<file path="src/rtl/alu_issue.sv">
// rtl/alu_issue.sv - ID/EX issue register: ALU control decode, operand forwarding, stall/flush.
// Optional feature macro: ALU_ISSUE_FWD_EN enables EX/MEM and MEM/WB forwarding.
module alu_issue #(
    parameter int XLEN    = 32,
    parameter int RADDR_W = 5
) (
    input  logic               clk,
    input  logic               rst,
    input  logic               stall,
    input  logic               flush,
    input  logic               id_valid,
    input  logic [1:0]         id_alu_op,
    input  logic [5:0]         id_funct,
    input  logic               id_alu_src,
    input  logic [RADDR_W-1:0] id_rs,
    input  logic [RADDR_W-1:0] id_rt,
    input  logic [XLEN-1:0]    id_rs_data,
    input  logic [XLEN-1:0]    id_rt_data,
    input  logic [XLEN-1:0]    id_imm,
    input  logic [4:0]         id_shamt,
    input  logic               exm_wr,
    input  logic [RADDR_W-1:0] exm_rd,
    input  logic [XLEN-1:0]    exm_data,
    input  logic               wb_wr,
    input  logic [RADDR_W-1:0] wb_rd,
    input  logic [XLEN-1:0]    wb_data,
    output logic               ex_valid,
    output logic [2:0]         ex_ctl,
    output logic [XLEN-1:0]    ex_a,
    output logic [XLEN-1:0]    ex_b,
    output logic [4:0]         ex_shamt,
    output logic [XLEN-1:0]    ex_rt_fwd,
    output logic               ex_illegal
);

    localparam logic [2:0] CTL_ADD = 3'b010;
    localparam logic [2:0] CTL_SUB = 3'b110;
    localparam logic [2:0] CTL_AND = 3'b000;
    localparam logic [2:0] CTL_OR  = 3'b001;
    localparam logic [2:0] CTL_SLT = 3'b111;
    localparam logic [2:0] CTL_SLL = 3'b011;

    logic               valid_q;
    logic [2:0]         ctl_q;
    logic               illegal_q;
    logic [4:0]         shamt_q;
    logic [XLEN-1:0]    imm_q;
    logic [RADDR_W-1:0] rs_q;
    logic [RADDR_W-1:0] rt_q;
    logic               alu_src_q;
    logic               branch_q;
    logic [XLEN-1:0]    rs_data_q;
    logic [XLEN-1:0]    rt_data_q;

    logic [2:0]         dec_ctl;
    logic               dec_illegal;
    logic [XLEN-1:0]    fwd_rs;
    logic [XLEN-1:0]    fwd_rt;

    // Bubbles decode as a clean add so the ALU never sees a stale code.
    always_comb begin
        dec_ctl     = CTL_ADD;
        dec_illegal = 1'b0;
        if (id_valid) begin
            case (id_alu_op)
                2'b00: dec_ctl = CTL_ADD;
                2'b01: dec_ctl = CTL_SUB;
                2'b10: begin
                    case (id_funct)
                        6'h20:   dec_ctl = CTL_ADD;
                        6'h22:   dec_ctl = CTL_SUB;
                        6'h24:   dec_ctl = CTL_AND;
                        6'h25:   dec_ctl = CTL_OR;
                        6'h2A:   dec_ctl = CTL_SLT;
                        6'h00:   dec_ctl = CTL_SLL;
                        default: dec_illegal = 1'b1;
                    endcase
                end
                default: dec_illegal = 1'b1;
            endcase
        end
    end

`ifdef ALU_ISSUE_FWD_EN
    // EX/MEM is the younger producer, so it takes precedence over MEM/WB.
    always_comb begin
        fwd_rs = rs_data_q;
        if (exm_wr && (exm_rd != '0) && (exm_rd == rs_q)) begin
            fwd_rs = exm_data;
        end else if (wb_wr && (wb_rd != '0) && (wb_rd == rs_q)) begin
            fwd_rs = wb_data;
        end
    end

    always_comb begin
        fwd_rt = rt_data_q;
        if (exm_wr && (exm_rd != '0) && (exm_rd == rt_q)) begin
            fwd_rt = exm_data;
        end else if (wb_wr && (wb_rd != '0) && (wb_rd == rt_q)) begin
            fwd_rt = wb_data;
        end
    end
`else
    logic unused_fwd;

    assign fwd_rs     = rs_data_q;
    assign fwd_rt     = rt_data_q;
    assign unused_fwd = ^{exm_wr, exm_rd, exm_data, wb_wr, wb_rd, wb_data, rs_q, rt_q};
`endif

    // A stall recaptures the forwarded values so a producer retiring mid-stall is kept.
    always_ff @(posedge clk) begin
        if (!rst || flush) begin
            valid_q   <= 1'b0;
            ctl_q     <= CTL_ADD;
            illegal_q <= 1'b0;
            shamt_q   <= '0;
            imm_q     <= '0;
            rs_q      <= '0;
            rt_q      <= '0;
            alu_src_q <= 1'b0;
            branch_q  <= 1'b0;
            rs_data_q <= '0;
            rt_data_q <= '0;
        end else if (stall) begin
            rs_data_q <= fwd_rs;
            rt_data_q <= fwd_rt;
        end else begin
            valid_q   <= id_valid;
            ctl_q     <= dec_ctl;
            illegal_q <= dec_illegal;
            shamt_q   <= id_shamt;
            imm_q     <= id_imm;
            rs_q      <= id_rs;
            rt_q      <= id_rt;
            alu_src_q <= id_alu_src;
            branch_q  <= (id_alu_op == 2'b01);
            rs_data_q <= id_rs_data;
            rt_data_q <= id_rt_data;
        end
    end

    assign ex_valid   = valid_q;
    assign ex_ctl     = ctl_q;
    assign ex_illegal = illegal_q;
    assign ex_shamt   = shamt_q;
    assign ex_a       = fwd_rs;
    assign ex_rt_fwd  = fwd_rt;
    assign ex_b       = (alu_src_q && !branch_q) ? imm_q : fwd_rt;

endmodule

</file>
<file path="config.mk">
export PLATFORM = sky130hd
export DESIGN_NAME = alu_issue
export DESIGN_NICKNAME = d
export VERILOG_FILES = /design/src/rtl/alu_issue.sv
export SDC_FILE = /design/constraint.sdc
export NUM_CORES = 1
export LEC_CHECK = 0
export CORE_AREA = 2 2 119 121
export CTS_CLUSTER_DIAMETER = 100
export DETAILED_ROUTE_END_ITERATION = 6
export DIE_AREA = 0 0 121 123
export PLACE_DENSITY_LB_ADDON = 0.2
export SYNTH_ARGS = -nofsm -noshare
export SYNTH_HDL_FRONTEND = slang
export SYNTH_SLANG_ARGS = --single-unit
</file>
<file path="constraint.sdc">
create_clock -name clk -period 1.63 [get_ports clk]
set_input_delay 0.4075 -clock clk [delete_from_list [all_inputs] [get_ports clk]]
set_output_delay 0.4075 -clock clk [all_outputs]
set_load 0.05 [all_outputs]
</file>
### Word level (Yosys, flattened, before mapping)

Cells that the tools add are included.

| operators by class | value |
|---|---|
| reductions and logical operators | 8 |
| mux-type cells | 7 |
| eq/ne operators | 7 |

Operators by type and width:

| cell | number |
|---|---|
| 32-bit 2-to-1 mux | 1 |
| 6-bit == test, second input constant | 5 |
| 3-bit one-hot mux with 5 select lines | 1 |
| 6-bit zero test | 1 |
| 3-bit one-hot mux with 2 select lines | 1 |
| 6-bit OR reduction | 1 |
| 3-bit 2-to-1 mux | 1 |
| 2-bit by 1-bit == test with 1-bit output, second input constant | 1 |
| 2-bit == test, second input constant | 1 |
| 1-bit zero test | 2 |
| 2-bit zero test | 1 |
| 1-bit 2-to-1 mux | 2 |
| 1-bit one-hot mux with 2 select lines | 1 |
| 2-bit OR reduction | 1 |
| 1-bit logical AND | 1 |
| 1-bit logical OR | 1 |

| storage, ports and cells | value |
|---|---|
| logic and storage cells | 31 |
| bits of input ports | 201 |
| output and inout bits | 106 |
| bits in registers | 108 |

### Logic depth before layout (Yosys ltp)

| depth | value |
|---|---|
| depth after elaboration | 5 |
| gate-level depth with buffers | 5 |
| gate-level depth less buffers | 5 |

### Worst setup path after synthesis

No wires, ideal clock.

| timing | value |
|---|---|
| kind | register to output |
| start | register branch_q |
| end | output ex_b[10] |
| buffers on the path | 1 |
| arrival time | 1.201 ns |
| data required time | 1.222 ns |
| cell stages (with the launch flop) | 5 |
| path slack | 0.022 ns |
| path through | dfxtp_1 > nand2b_1 > clkbuf_1 > nand2_1 > nand2_1 |

| on the way | value |
|---|---|
| cells in the longest elaborated chain, start to end | 3 |

RTL lines:

| item | RTL line | source |
|---|---|---|
| from (decl) | 51 | `logic branch_q;` |
| from (signal assigned) | 137 | `branch_q <= (id_alu_op == 2'b01);` |
| 1-bit zero test | 149 | `assign ex_b = (alu_src_q && !branch_q) ? imm_q : fwd_rt;` |
| 1-bit logical AND | 149 |  |
| 32-bit 2-to-1 mux | 149 |  |
| to (decl) | 30 | `output logic [XLEN-1:0] ex_b,` |

Every way passes these cells.

### Worst setup path in the final report

| timing | value |
|---|---|
| start | register alu_src_q |
| end | output ex_b[10] |

| on the way | value |
|---|---|
| cells in the longest elaborated chain, start to end | 2 |

RTL lines:

| item | RTL line | source |
|---|---|---|
| from (decl) | 50 | `logic alu_src_q;` |
| from (signal assigned) | 136 | `alu_src_q <= id_alu_src;` |
| 1-bit logical AND | 149 |  |
| 32-bit 2-to-1 mux | 149 |  |

Every way passes these cells.

==> metrics.txt <==
Register-to-Register Path Depth=3; TritonRoute pass-1 iters=6; ranking of synthesized cells by area=dfxtp_1, mux2i_1, nor2_1, nand2_1, buf_6; violated checks=setup timing; Synth Area in XOR/XNOR=0%; vias in the first global route=4185; WHS Endpoint=ex_ctl[2]; clk buf depth=2; Tot Pwr=6.445 mW; die height=123 µm; Worst setup SP type=register; fin crit period=1.826 ns; ys flop type=dfxtp_1; Max-slew headroom=74.34%; post-synthesis mux area share=23.54%; Worst Path Required=1.22 ns; P_leak=3.698 nW; Inserted Diodes=0; WHS Path Cells=3; setup ws final=-0.1956 ns; WP data arrival=1.42 ns; ys async rst share=0%; Ys Warns=0; die area=14880 µm²; total wire length=13.51 mm; Clock power frac=34.3%; DP Wirelength=10.17 mm; WL/cell=15.23 µm; FF+latch count, synth=108; Worst Path Max Fanout=10; Cell Chain, Critical Path=nor2b_4 -> buf_12 -> buf_12 -> nand2_1 -> nand2_2 -> buf_12; post-synth top area cell=dfxtp_1; Slew Limit Fails=0; Crit Path Class=register to output port; setup TNS=-5.535 ns; number of CTS-inserted buffers=9; Net Sw Power=1.746 mW; r2r setup slk=0.68 ns; worst r2r dst=ex_ctl[0]; Final ANT Viol Nets=0; dominant cell by count in the synthesized netlist=dfxtp_1; Post-CTS Hold Buffers=0; GPL Wtd Cong=0.7803; Reg power frac=43.5%; Via density=4.546; number of flops mapped to enable cells by yosys=0; Yosys top cell area share=49.37%; Worst Tran Pin Value=0.3799 ns; Reg clk slew, reported paths=0.07 ns; Core ar.=13610 µm²; Initial DRC Count=175; Die Wd=121 µm; Clock Root Buffer=clkbuf_16; outcome=finished, violations left; max incr delay on CP=0.34 ns; Hold Crit Class=input pin to register; crit path capture type=output port; simple-gate share of the synthesized area=19.91%; Mapped Area=4379 µm²; internal cell power=4.699 mW; complex-gate fraction of the synthesized area=1.886%; Final Hold Viols=0; layout cells sized above 1=28.29%; Gate Count Post-Synth=476; num rows=43; IO Pins=307; max-cap violations=0; Initial Util=32.17%; nets=906; DP Cell Count=865; GRT Util Overall=18.09%; FF-to-FF Start=ex_ctl[0]; largest net degree at the start of global routing=37; Crit-path slowest cell=dfxtp_4; H-tree depth=3; DRC violations left=0; sequential-to-total area share from yosys stat=49.37%; number of vias in the routed layout=4032; GR Overflow Total=0; synth cell count leaders=dfxtp_1, nor2_1, mux2i_1; Distinct cells, synth=28; Non-Filler Instances=887; most frequent CP cell=buf_12; Fmax=547.8 MHz; largest family of logic cells by synthesized area=multiplexers; maximum vdd drop=508.6 µV; port bufs=220; Mean Syn Cell Area=9.200 µm²; combinational power share=22.1%; unrepaired setup endpoints after global routing=yes; TritonCTS sink count=108; Final Cycle Share=112.0%; CTS tree=yes; Synth Area in Adders=0.8571%; first-pass GRT wire length=21.13 mm; Clk Latency, worst-skew pair=0.34 ns; pwr/cell area=757.0 nW/µm²; Mapped Nets=680; Switching Share=27.09%; clk_skew=0 ns; utilization after layout=62.55%; area delta synth->final=94.43%; antenna violations before repair=0; final setup violation count=32; HP Start=stall
-- worst max-delay path by stage --
stage / slack (ns) / cells after the start / to / from
after floorplan: 0.02 / 4 / ex_b[10] / branch_q
after global placement: -0.21 / 6 / ex_ctl[0] / id_alu_op[1]
after detailed placement: -0.18 / 6 / ex_ctl[0] / id_alu_op[1]
after CTS: -0.21 / 5 / ex_b[19] / alu_src_q
after global routing: -0.25 / 6 / ex_b[10] / alu_src_q
final: -0.20 / 6 / ex_b[10] / alu_src_q
-- stage by stage --
stage | hold WS (ns) | instance area (µm²) | setup WS [ns]
2_1_floorplan | 0.4633 | 4379 | 0.02173
3_3_place_gp | 0.4765 | 7930 | -0.2080
3_5_place_dp | 0.4873 | 7930 | -0.1837
4_1_cts | 0.4049 | 8353 | -0.2126
5_1_grt | 0.4252 | 8514 | -0.2470
6_report | 0.4218 | 8514 | -0.1956
-- metal layers --
layer / track usage, % / vias to the layer above / part of all wire (%)
met5: 0 / - / 0
met4: 5.959 / 0 / 1.4
met3: 6.181 / 13 / 8.4
met2: 32.69 / 141 / 51
met1: 19.85 / 1868 / 39
li1: - / 2010 / -
-- final cells by class --
type                    instances  area, µm²
multi-input cells             335       2183
flip-flops and latches        108       2167
clock buffers                   9      225.2
fillers                      1104       5097
repair buffers                246       3630
inverters                       2      7.507
clock inverters                 7      76.32
well taps                     180      225.2
-- sequential cells by signal, indices dropped and copies added, names as in the netlist --
signal / count
alu_src_q: 1
branch_q: 1
ex_a: 32
ex_ctl: 3
ex_illegal: 1
ex_rt_fwd: 32
ex_shamt: 5
ex_valid: 1
imm_q: 32
-- what timing repair did --
action / 4_1_cts / 5_1_grt
endpoints found under the hold margin: 0 / 0
pin swaps: 1 / 7
gates cloned: 0 / 3
setup endpoints to repair: 32 / 32
gates resized for setup: 44 / 19
setup buffers: 0 / 3
-- power by group through the flow --
stage                     Clock [mW]  Sequential (mW)  Combinational (mW)
final                           2.21             2.81                1.43
after detailed placement           0             2.87                1.39
after floorplan                    0             3.03               0.447
after global placement             0             2.86                1.37
after CTS                       2.28             2.81                1.42
after global routing            2.39             2.82                1.50
-- layout by cell type (no fill, tap or decap), types with 2 or more instances in the layout --
cell	n
nor2_1	106
mux2i_1	103
nand2_2	37
nand2_4	6
nand2b_1	2
nand2b_4	2
nand2_1	57
buf_6	3
buf_12	115
clkbuf_16	11
clkinvlp_4	2
ha_1	3
inv_1	2
buf_4	11
a21oi_1	2
clkinv_4	2
dfxtp_1	106
nor2b_1	2
clkdlybuf4s50_1	113
buf_8	2
-- worst max-delay path, delay by kind of cell, from the launching register on --
family / cells / cell delay, ns
and+or+nand+nor: 3 / 0.33
buffers and inverters: 3 / 0.40
DFF: 1 / 0.34
-- cells by family (layout without fill, tap and decap cells) --
family | Yosys count | in the layout
simple gates | 218 | 218
flops | 108 | 108
mux | 103 | 103
buf+inv | 33 | 264
compound gates | 11 | 11
fa+ha+maj | 3 | 3
(Power assumes the default switching activity.)
